$ cat src/rtl/counter_event_monitor_if.sv
// Bundles the counter sample stream, the interrupt handshake and the monitor status
// outputs. The slave modport is the monitor; the master modport is the side that drives it.
interface counter_event_monitor_if #(
  parameter int WIDTH = 5,
  parameter int EVT_W = 8
);
  logic [WIDTH-1:0] cnt_in;
  logic             cnt_valid;
  logic             irq_ack;
  logic             clr_sticky;
  logic             irq;
  logic             wrap_pulse;
  logic             seq_err;
  logic             irq_overrun;
  logic [EVT_W-1:0] evt_count;

  modport master (
    output cnt_in, cnt_valid, irq_ack, clr_sticky,
    input  irq, wrap_pulse, seq_err, irq_overrun, evt_count
  );

  modport slave (
    input  cnt_in, cnt_valid, irq_ack, clr_sticky,
    output irq, wrap_pulse, seq_err, irq_overrun, evt_count
  );
endinterface

$ cat src/rtl/counter_event_monitor.sv
// Watches a free-running counter for +1 continuity, flags legal wraps, counts
// matches against MATCH_VAL and raises a level interrupt with a 4-phase req/ack.
module counter_event_monitor #(
  parameter int WIDTH     = 5,
  parameter int MATCH_VAL = 20,
  parameter int EVT_W     = 8
) (
  input logic                   clk,
  input logic                   rst,
  counter_event_monitor_if.slave bus
);

  localparam logic [WIDTH-1:0] LP_MATCH = WIDTH'(MATCH_VAL);

  typedef enum logic [1:0] {
    ST_IDLE,
    ST_PENDING,
    ST_RELEASE
  } state_t;

  state_t           r_state;
  logic             r_have_prev;
  logic [WIDTH-1:0] r_prev_cnt;
  logic             r_irq;
  logic             r_wrap_pulse;
  logic             r_seq_err;
  logic             r_irq_overrun;
  logic [EVT_W-1:0] r_evt_count;

  logic [WIDTH-1:0] w_expected;
  logic             w_checked;
  logic             w_match;
  logic             w_seq_bad;
  logic             w_wrap;
  logic             w_overrun;
  logic [EVT_W-1:0] w_evt_inc;

  always_comb begin
    w_expected = r_prev_cnt + WIDTH'(1);
    w_checked  = bus.cnt_valid && r_have_prev;
    w_match    = bus.cnt_valid && (bus.cnt_in == LP_MATCH);
    w_seq_bad  = w_checked && (bus.cnt_in != w_expected);
    w_wrap     = w_checked && (r_prev_cnt == '1) && (bus.cnt_in == '0);
    w_overrun  = w_match && (r_state != ST_IDLE);
    w_evt_inc  = (r_evt_count == '1) ? r_evt_count : r_evt_count + EVT_W'(1);
  end

  always_ff @(posedge clk) begin
    if (rst) begin
      r_state       <= ST_IDLE;
      r_have_prev   <= 1'b0;
      r_prev_cnt    <= '0;
      r_irq         <= 1'b0;
      r_wrap_pulse  <= 1'b0;
      r_seq_err     <= 1'b0;
      r_irq_overrun <= 1'b0;
      r_evt_count   <= '0;
    end else begin
      if (bus.cnt_valid) begin
        r_prev_cnt  <= bus.cnt_in;
        r_have_prev <= 1'b1;
      end

      r_wrap_pulse <= w_wrap;

      // Set beats clear so a fault coinciding with the clear is never lost.
      if (w_seq_bad)           r_seq_err <= 1'b1;
      else if (bus.clr_sticky) r_seq_err <= 1'b0;

      if (w_overrun)           r_irq_overrun <= 1'b1;
      else if (bus.clr_sticky) r_irq_overrun <= 1'b0;

      if (bus.clr_sticky)      r_evt_count <= w_match ? EVT_W'(1) : '0;
      else if (w_match)        r_evt_count <= w_evt_inc;

      // irq is registered alongside the state so it tracks PENDING exactly.
      case (r_state)
        ST_IDLE: begin
          if (w_match) begin
            r_state <= ST_PENDING;
            r_irq   <= 1'b1;
          end
        end
        ST_PENDING: begin
          if (bus.irq_ack) begin
            r_state <= ST_RELEASE;
            r_irq   <= 1'b0;
          end
        end
        ST_RELEASE: begin
          if (!bus.irq_ack) r_state <= ST_IDLE;
        end
        default: begin
          r_state <= ST_IDLE;
          r_irq   <= 1'b0;
        end
      endcase
    end
  end

  assign bus.irq         = r_irq;
  assign bus.wrap_pulse  = r_wrap_pulse;
  assign bus.seq_err     = r_seq_err;
  assign bus.irq_overrun = r_irq_overrun;
  assign bus.evt_count   = r_evt_count;

endmodule

$ cat src/flat_wrapper.sv
// flat-port wrapper written by rule: the top's interface ports become plain ports
module counter_event_monitor_flat 
#(
  parameter int WIDTH     = 5,
  parameter int MATCH_VAL = 20,
  parameter int EVT_W     = 8
)
  (clk, rst, bus_cnt_in, bus_cnt_valid, bus_irq_ack, bus_clr_sticky, bus_irq, bus_wrap_pulse, bus_seq_err, bus_irq_overrun, bus_evt_count);
  counter_event_monitor_if #(.WIDTH(WIDTH), .EVT_W(EVT_W)) bus_i ();
  input logic clk;
  input logic rst;
  input wire logic [$bits(bus_i.cnt_in)-1:0] bus_cnt_in;
  input wire logic [$bits(bus_i.cnt_valid)-1:0] bus_cnt_valid;
  input wire logic [$bits(bus_i.irq_ack)-1:0] bus_irq_ack;
  input wire logic [$bits(bus_i.clr_sticky)-1:0] bus_clr_sticky;
  output wire logic [$bits(bus_i.irq)-1:0] bus_irq;
  output wire logic [$bits(bus_i.wrap_pulse)-1:0] bus_wrap_pulse;
  output wire logic [$bits(bus_i.seq_err)-1:0] bus_seq_err;
  output wire logic [$bits(bus_i.irq_overrun)-1:0] bus_irq_overrun;
  output wire logic [$bits(bus_i.evt_count)-1:0] bus_evt_count;
  assign bus_i.cnt_in = bus_cnt_in;
  assign bus_i.cnt_valid = bus_cnt_valid;
  assign bus_i.irq_ack = bus_irq_ack;
  assign bus_i.clr_sticky = bus_clr_sticky;
  assign bus_irq = bus_i.irq;
  assign bus_wrap_pulse = bus_i.wrap_pulse;
  assign bus_seq_err = bus_i.seq_err;
  assign bus_irq_overrun = bus_i.irq_overrun;
  assign bus_evt_count = bus_i.evt_count;
  counter_event_monitor #(.WIDTH(WIDTH), .MATCH_VAL(MATCH_VAL), .EVT_W(EVT_W)) u_core (.clk(clk), .rst(rst), .bus(bus_i));
endmodule
$ cat config.mk
export PLATFORM = sky130hd
export DESIGN_NAME = counter_event_monitor_flat
export DESIGN_NICKNAME = d
export VERILOG_FILES = /design/src/rtl/counter_event_monitor_if.sv /design/src/rtl/counter_event_monitor.sv /design/src/flat_wrapper.sv
export SDC_FILE = /design/constraint.sdc
export NUM_CORES = 1
export LEC_CHECK = 0
export ABC_CLOCK_PERIOD_IN_PS = 4850
export CAP_MARGIN = 20
export CORE_AREA = 2 2 51 53
export CTS_CLUSTER_DIAMETER = 100
export DETAILED_ROUTE_END_ITERATION = 10
export DIE_AREA = 0 0 53 55
export PLACE_DENSITY = 0.69
export SLEW_MARGIN = 20
export SYNTH_ARGS = -nofsm -noshare
export SYNTH_HDL_FRONTEND = slang
export SYNTH_SLANG_ARGS = --single-unit
$ cat constraint.sdc
create_clock -name clk -period 4.85 [get_ports clk]
set_input_delay 0.485 -clock clk [delete_from_list [all_inputs] [get_ports clk]]
set_output_delay 0.485 -clock clk [all_outputs]
set_load 0.02 [all_outputs]
-- Word-level counts from Yosys, hierarchy flattened
Index checks and enable logic that the tools add are counted.
- $add $sub $neg: 2
- eq/ne operators: 10
- multiplexer cells: 14
- bitwise gates (word level): 1
- reductions and logical operators: 15
- operators by type and width (kind ; number):
    two-way mux 8 bit ; 3
    == test 5 bit, second input constant ; 2
    adder 8 x 1 -> 8 bit, second input constant ; 1
    == test 8 bit, second input constant ; 1
    nonzero test 2 bit ; 4
    logical AND 1 bit ; 6
    two-way mux 1 bit ; 6
    two-way mux 2 bit ; 3
    inequality test 2 bit, second input constant ; 3
    one-hot mux 2 bit (3 select lines) ; 1
    AND reduction 3 bit ; 2
    adder 5 x 1 -> 5 bit, second input constant ; 1
    logical NOT 5 bit ; 1
    inequality test 5 bit ; 1
    one-hot mux 1 bit (3 select lines) ; 1
    == test 2 x 1 -> 1 bit, second input constant ; 1
    == test 2 bit, second input constant ; 1
    logical NOT 2 bit ; 1
    inequality test 2 x 1 -> 1 bit, second input constant ; 1
    AND reduction 2 bit ; 1
    NOT 1 bit ; 1
- bits in registers: 20
- input port bits: 10
- output and inout port bits: 12
- word-level logic and storage cells: 50

-- Depth between registers and ports, before layout
- depth in word-level cells: 4
- depth in mapped cells: 7

-- Worst setup path before layout
No wires, ideal clock.
- path kind: input -> register
- from: in bus_cnt_in[3]
- to: reg u_core.r_evt_count[3], in the netlist u_core.bus.evt_count[3]
- library setup time: 0.070 ns
- arrival: 1.844 ns
- data required time: 4.780 ns
- path slack: 2.936 ns
- cell stages on the path: 5
- path through: or3_4 > or2_1 > buf_6 > or4_1 > a21oi_1
- word-level cells in the longest chain between the ends: 4
- ends and longest elaborated chain (item ; RTL line ; text):
    start, declared ; flat_wrapper.sv:12 ; input wire logic [$bits(bus_i.cnt_in)-1:0] bus_cnt_in;
    == test 5 bit ; counter_event_monitor.sv:41 ; w_match = bus.cnt_valid && (bus.cnt_in == LP_MATCH);
    logical AND 1 bit ; counter_event_monitor.sv:41 ;
    nonzero test 2 bit (no source line) ; - ;
    AND reduction 2 bit (no source line) ; - ;
    end signal, assigned ; counter_event_monitor.sv:73 ; if (bus.clr_sticky) r_evt_count <= w_match ? EVT_W'(1) : '0;
    end signal, assigned ; counter_event_monitor.sv:74 ; else if (w_match) r_evt_count <= w_evt_inc;
    end, declared ; counter_event_monitor.sv:28 ; logic [EVT_W-1:0] r_evt_count;
Every way passes these cells.
A chain may end at the register's enable or synchronous reset.

-- Worst setup path in the final report
- from: in bus_cnt_in[3]
- to: reg u_core.r_evt_count[5], in the netlist u_core.bus.evt_count[5]
The elaborated chain is that of the path after synthesis.

==> impl_metrics.env <==
export IMPL_status="completed"
export IMPL_cap_violations=0
export IMPL_cts_resized=0
export IMPL_min_period_over_period_pct=44.5
export IMPL_first_pass_iters=3
export IMPL_cts_setup_buffers=0
export IMPL_p_per_area_nw_per_um2=241
export IMPL_synth_largest_area_cell="dfxtp_1"
export IMPL_clock_path_buffers=2
export IMPL_fin_nets=145
export IMPL_hold_viol=0
export IMPL_gp_congestion=0.789
export IMPL_grt_pass1_vias=816
export IMPL_avgSynthCellArea_um2=9.03
export IMPL_crit_slowest_cell="or4_1"
export IMPL_cp_cell_sequence="clkdlybuf4s50_1 > or3_4 > or2_1 > or4_1 > a21oi_1"
export IMPL_p_total_w=0.000302
export IMPL_synth_mux_area_share_pct=6.17
export IMPL_clkTransAtPathRegs_ps=110
export IMPL_grt_pass1_wl_um=3480
export IMPL_numCtsBuffers=3
export IMPL_leakagePower_nw=0.431
export IMPL_vias=879
export IMPL_critical_path_top_delay_family="simple AND/OR/NAND/NOR gates"
export IMPL_grt_max_degree=17
export IMPL_yosysSeqAreaShare_pct=40.3
export IMPL_drv_slew=0
export IMPL_grt_overflow_total=0
export IMPL_initial_core_util_pct=42.0
export IMPL_holdWs_ps=486
export IMPL_hold_depth=2
export IMPL_drc_errors=0
export IMPL_die_w_um=53
export IMPL_fp_row_count=18
export IMPL_io_pins=22
export IMPL_rsz0062_at_grt="false"
export IMPL_vias_per_cell=5.46
export IMPL_top_layer="met4"
export IMPL_hp_class="reg2reg"
export IMPL_portBuffers=21
export IMPL_drive_gt1_share_pct=6.11
export IMPL_max_slew_margin_rel_pct=64.3
export IMPL_setup_ws_ps=2690
export IMPL_post_route_min_period_ps=2160
export IMPL_diodes=0
export IMPL_antenna_found_initial=0
export IMPL_cts_hold_buf=0
export IMPL_fin_skew_ps=0.855
export IMPL_synthTopCellsByArea="dfxtp_1 40%, xnor2_1 7.1%, mux2i_1 5.0%"
export IMPL_cp_arrival_ps=2400
export IMPL_met3_length_um=75
export IMPL_clk_latency_ps=300
export IMPL_ant_nets=0
export IMPL_dp_slack_ps=2380
export IMPL_cp_depth=5
export IMPL_ys_seq_elements=20
export IMPL_r2r_cells=7
export IMPL_max_freq_mhz=464
export IMPL_cts_sinks=20
export IMPL_ys_types=36
export IMPL_syn_area_um2=993
export IMPL_die_h_um=55
export IMPL_coreArea_um2=2360
export IMPL_die_area_um2=2920
export IMPL_wirelength_um=1980
export IMPL_yosys_area_share_adder_pct=3.78
export IMPL_crit_type="in2reg"
export IMPL_synth_simple_area_share_pct=24.3
export IMPL_wire_per_inst_um=12.3
export IMPL_synth_cells=110
export IMPL_synth_top_area_share_pct=40.3
export IMPL_synth_compound_area_share_pct=15.2
export IMPL_synth_xor_area_share_pct=7.05
export IMPL_met2_length_um=973
export IMPL_synth_top_family_by_area="simple AND/OR/NAND/NOR gates"
export IMPL_tightest_slew_ps=534
export IMPL_ir_worst_vdd_uv=124
export IMPL_dp_hpwl_um=1500
export IMPL_cp_slowest_stage_delay_ps=530
export IMPL_cts_tree="done"
export IMPL_drt_iter0_drc=5
export IMPL_setup_tns_ps=0
export IMPL_cts_root_buf="clkbuf_4"
export IMPL_cp_end_kind="flop"
export IMPL_reg2reg_slack_ps=2920
export IMPL_htree_levels=1
export IMPL_grt_util_all_layers_pct=16.1
export IMPL_setup_viol=0
export IMPL_areaGrowthSynthToFinish_pct=26.2
export IMPL_start_kind="input port"
export IMPL_crit_fanout=10
export IMPL_crit_required_ps=5090
export IMPL_cp_num_buf_inv=1
export IMPL_syn_nets=123
export IMPL_m1WireLength_um=924
export IMPL_yosys_warnings=0
==> path summary, 6_finish.rpt <==
kind,start,end
min,u_core.bus.irq_overrun,u_core.bus.irq_overrun
min reg2reg,u_core.bus.irq_overrun,u_core.bus.irq_overrun
max reg2reg,u_core.r_prev_cnt[0],u_core.bus.seq_err
max,bus_cnt_in[3],u_core.bus.evt_count[5]
==> flip-flops by register name, summed over array words and instances, names as in the netlist <==
register	cells
u_core.bus.seq_err	1
u_core.r_prev_cnt	5
u_core.bus.evt_count	8
u_core.bus.wrap_pulse	1
u_core.bus.irq	1
u_core.bus.irq_overrun	1
u_core.r_have_prev	1
u_core.r_state	2
==> final cells by class <==
type | instances | area [um2]
timing repair buffer | 21 | 210
sequential | 20 | 400
multi-input combinational | 84 | 562
inverter | 2 | 7.51
tap | 30 | 37.5
clock buffer | 4 | 36.3
fill | 231 | 1110
==> logic make-up after synthesis <==
logic type               count (synthesis)
AO/OA/AOI/OAI                           24
XOR/XNOR                                 8
flip-flops                              20
buffers and inverters                    6
AND/OR/NAND/NOR                         43
adder cells (fa/ha/maj)                  3
multiplexers                             6
==> through the flow <==
step,utilization [%],cells,instance area [um2]
global route,53.0,161,1250
global placement,51.5,157,1220
CTS,53.0,161,1250
finish,53.0,161,1250
detailed placement,51.5,157,1220
floorplan,-,110,993
==> where the power goes <==
group          switching (W)  internal, W
combinational      0.0000147    0.0000179
clock              0.0000522    0.0000458
sequential        0.00000324     0.000168
==> Yosys cell counts <==
library cell and n:
dfxtp_1 20, nor2_1 10, a21oi_1 9, xnor2_1 8, mux2i_1 5, nand2_1 5
o21ai_0 5, nand3_1 4, or4_1 4, and3_1 3, ha_1 3, nor3_1 3
o41ai_1 3, clkbuf_1 2, inv_1 2, nand2b_1 2, o31ai_1 2, or3_1 2
a2111oi_0 1, a21o_1 1, a221oi_1 1, and2_1 1, and4_1 1, buf_2 1
buf_6 1, mux2_2 1, nand3b_1 1, nand4_1 1, nor2b_1 1, nor3b_1 1
o22ai_1 1, o311ai_0 1, or2_1 1, or2_2 1, or3_4 1, or4b_2 1
==> routing by layer <==
metal | GRT usage (%) | vias up
met4 | 7.69 | 0
met3 | 3.23 | 2
met5 | 0 | -
met2 | 28.1 | 16
met1 | 19.1 | 411
li1 | - | 450
==> layout by cell type (no fill, tap or decap), types with 2 or more instances in the layout <==
| cell type | n |
|---|---|
| clkdlybuf4s50_1 | 21 |
| dfxtp_1 | 20 |
| nor2_1 | 10 |
| a21oi_1 | 9 |
| xnor2_1 | 8 |
| mux2i_1 | 5 |
| nand2_1 | 5 |
| o21ai_0 | 5 |
| nand3_1 | 4 |
| or4_1 | 4 |
| and3_1 | 3 |
| nor3_1 | 3 |
| o41ai_1 | 3 |
| ha_1 | 3 |
| clkbuf_4 | 3 |
| inv_1 | 2 |
| or3_1 | 2 |
| o31ai_1 | 2 |
| nand2b_1 | 2 |
==> worst register-to-register path, cell delays in order (launching register included) <==
cell and delay (ps):
dfxtp_1 370, ha_1 240, and3_1 190, ha_1 300, xnor2_1 150, nand2_1 60, a2111oi_0 350, a221oi_1 140
No activity file was read; power rests on OpenSTA's default activity.
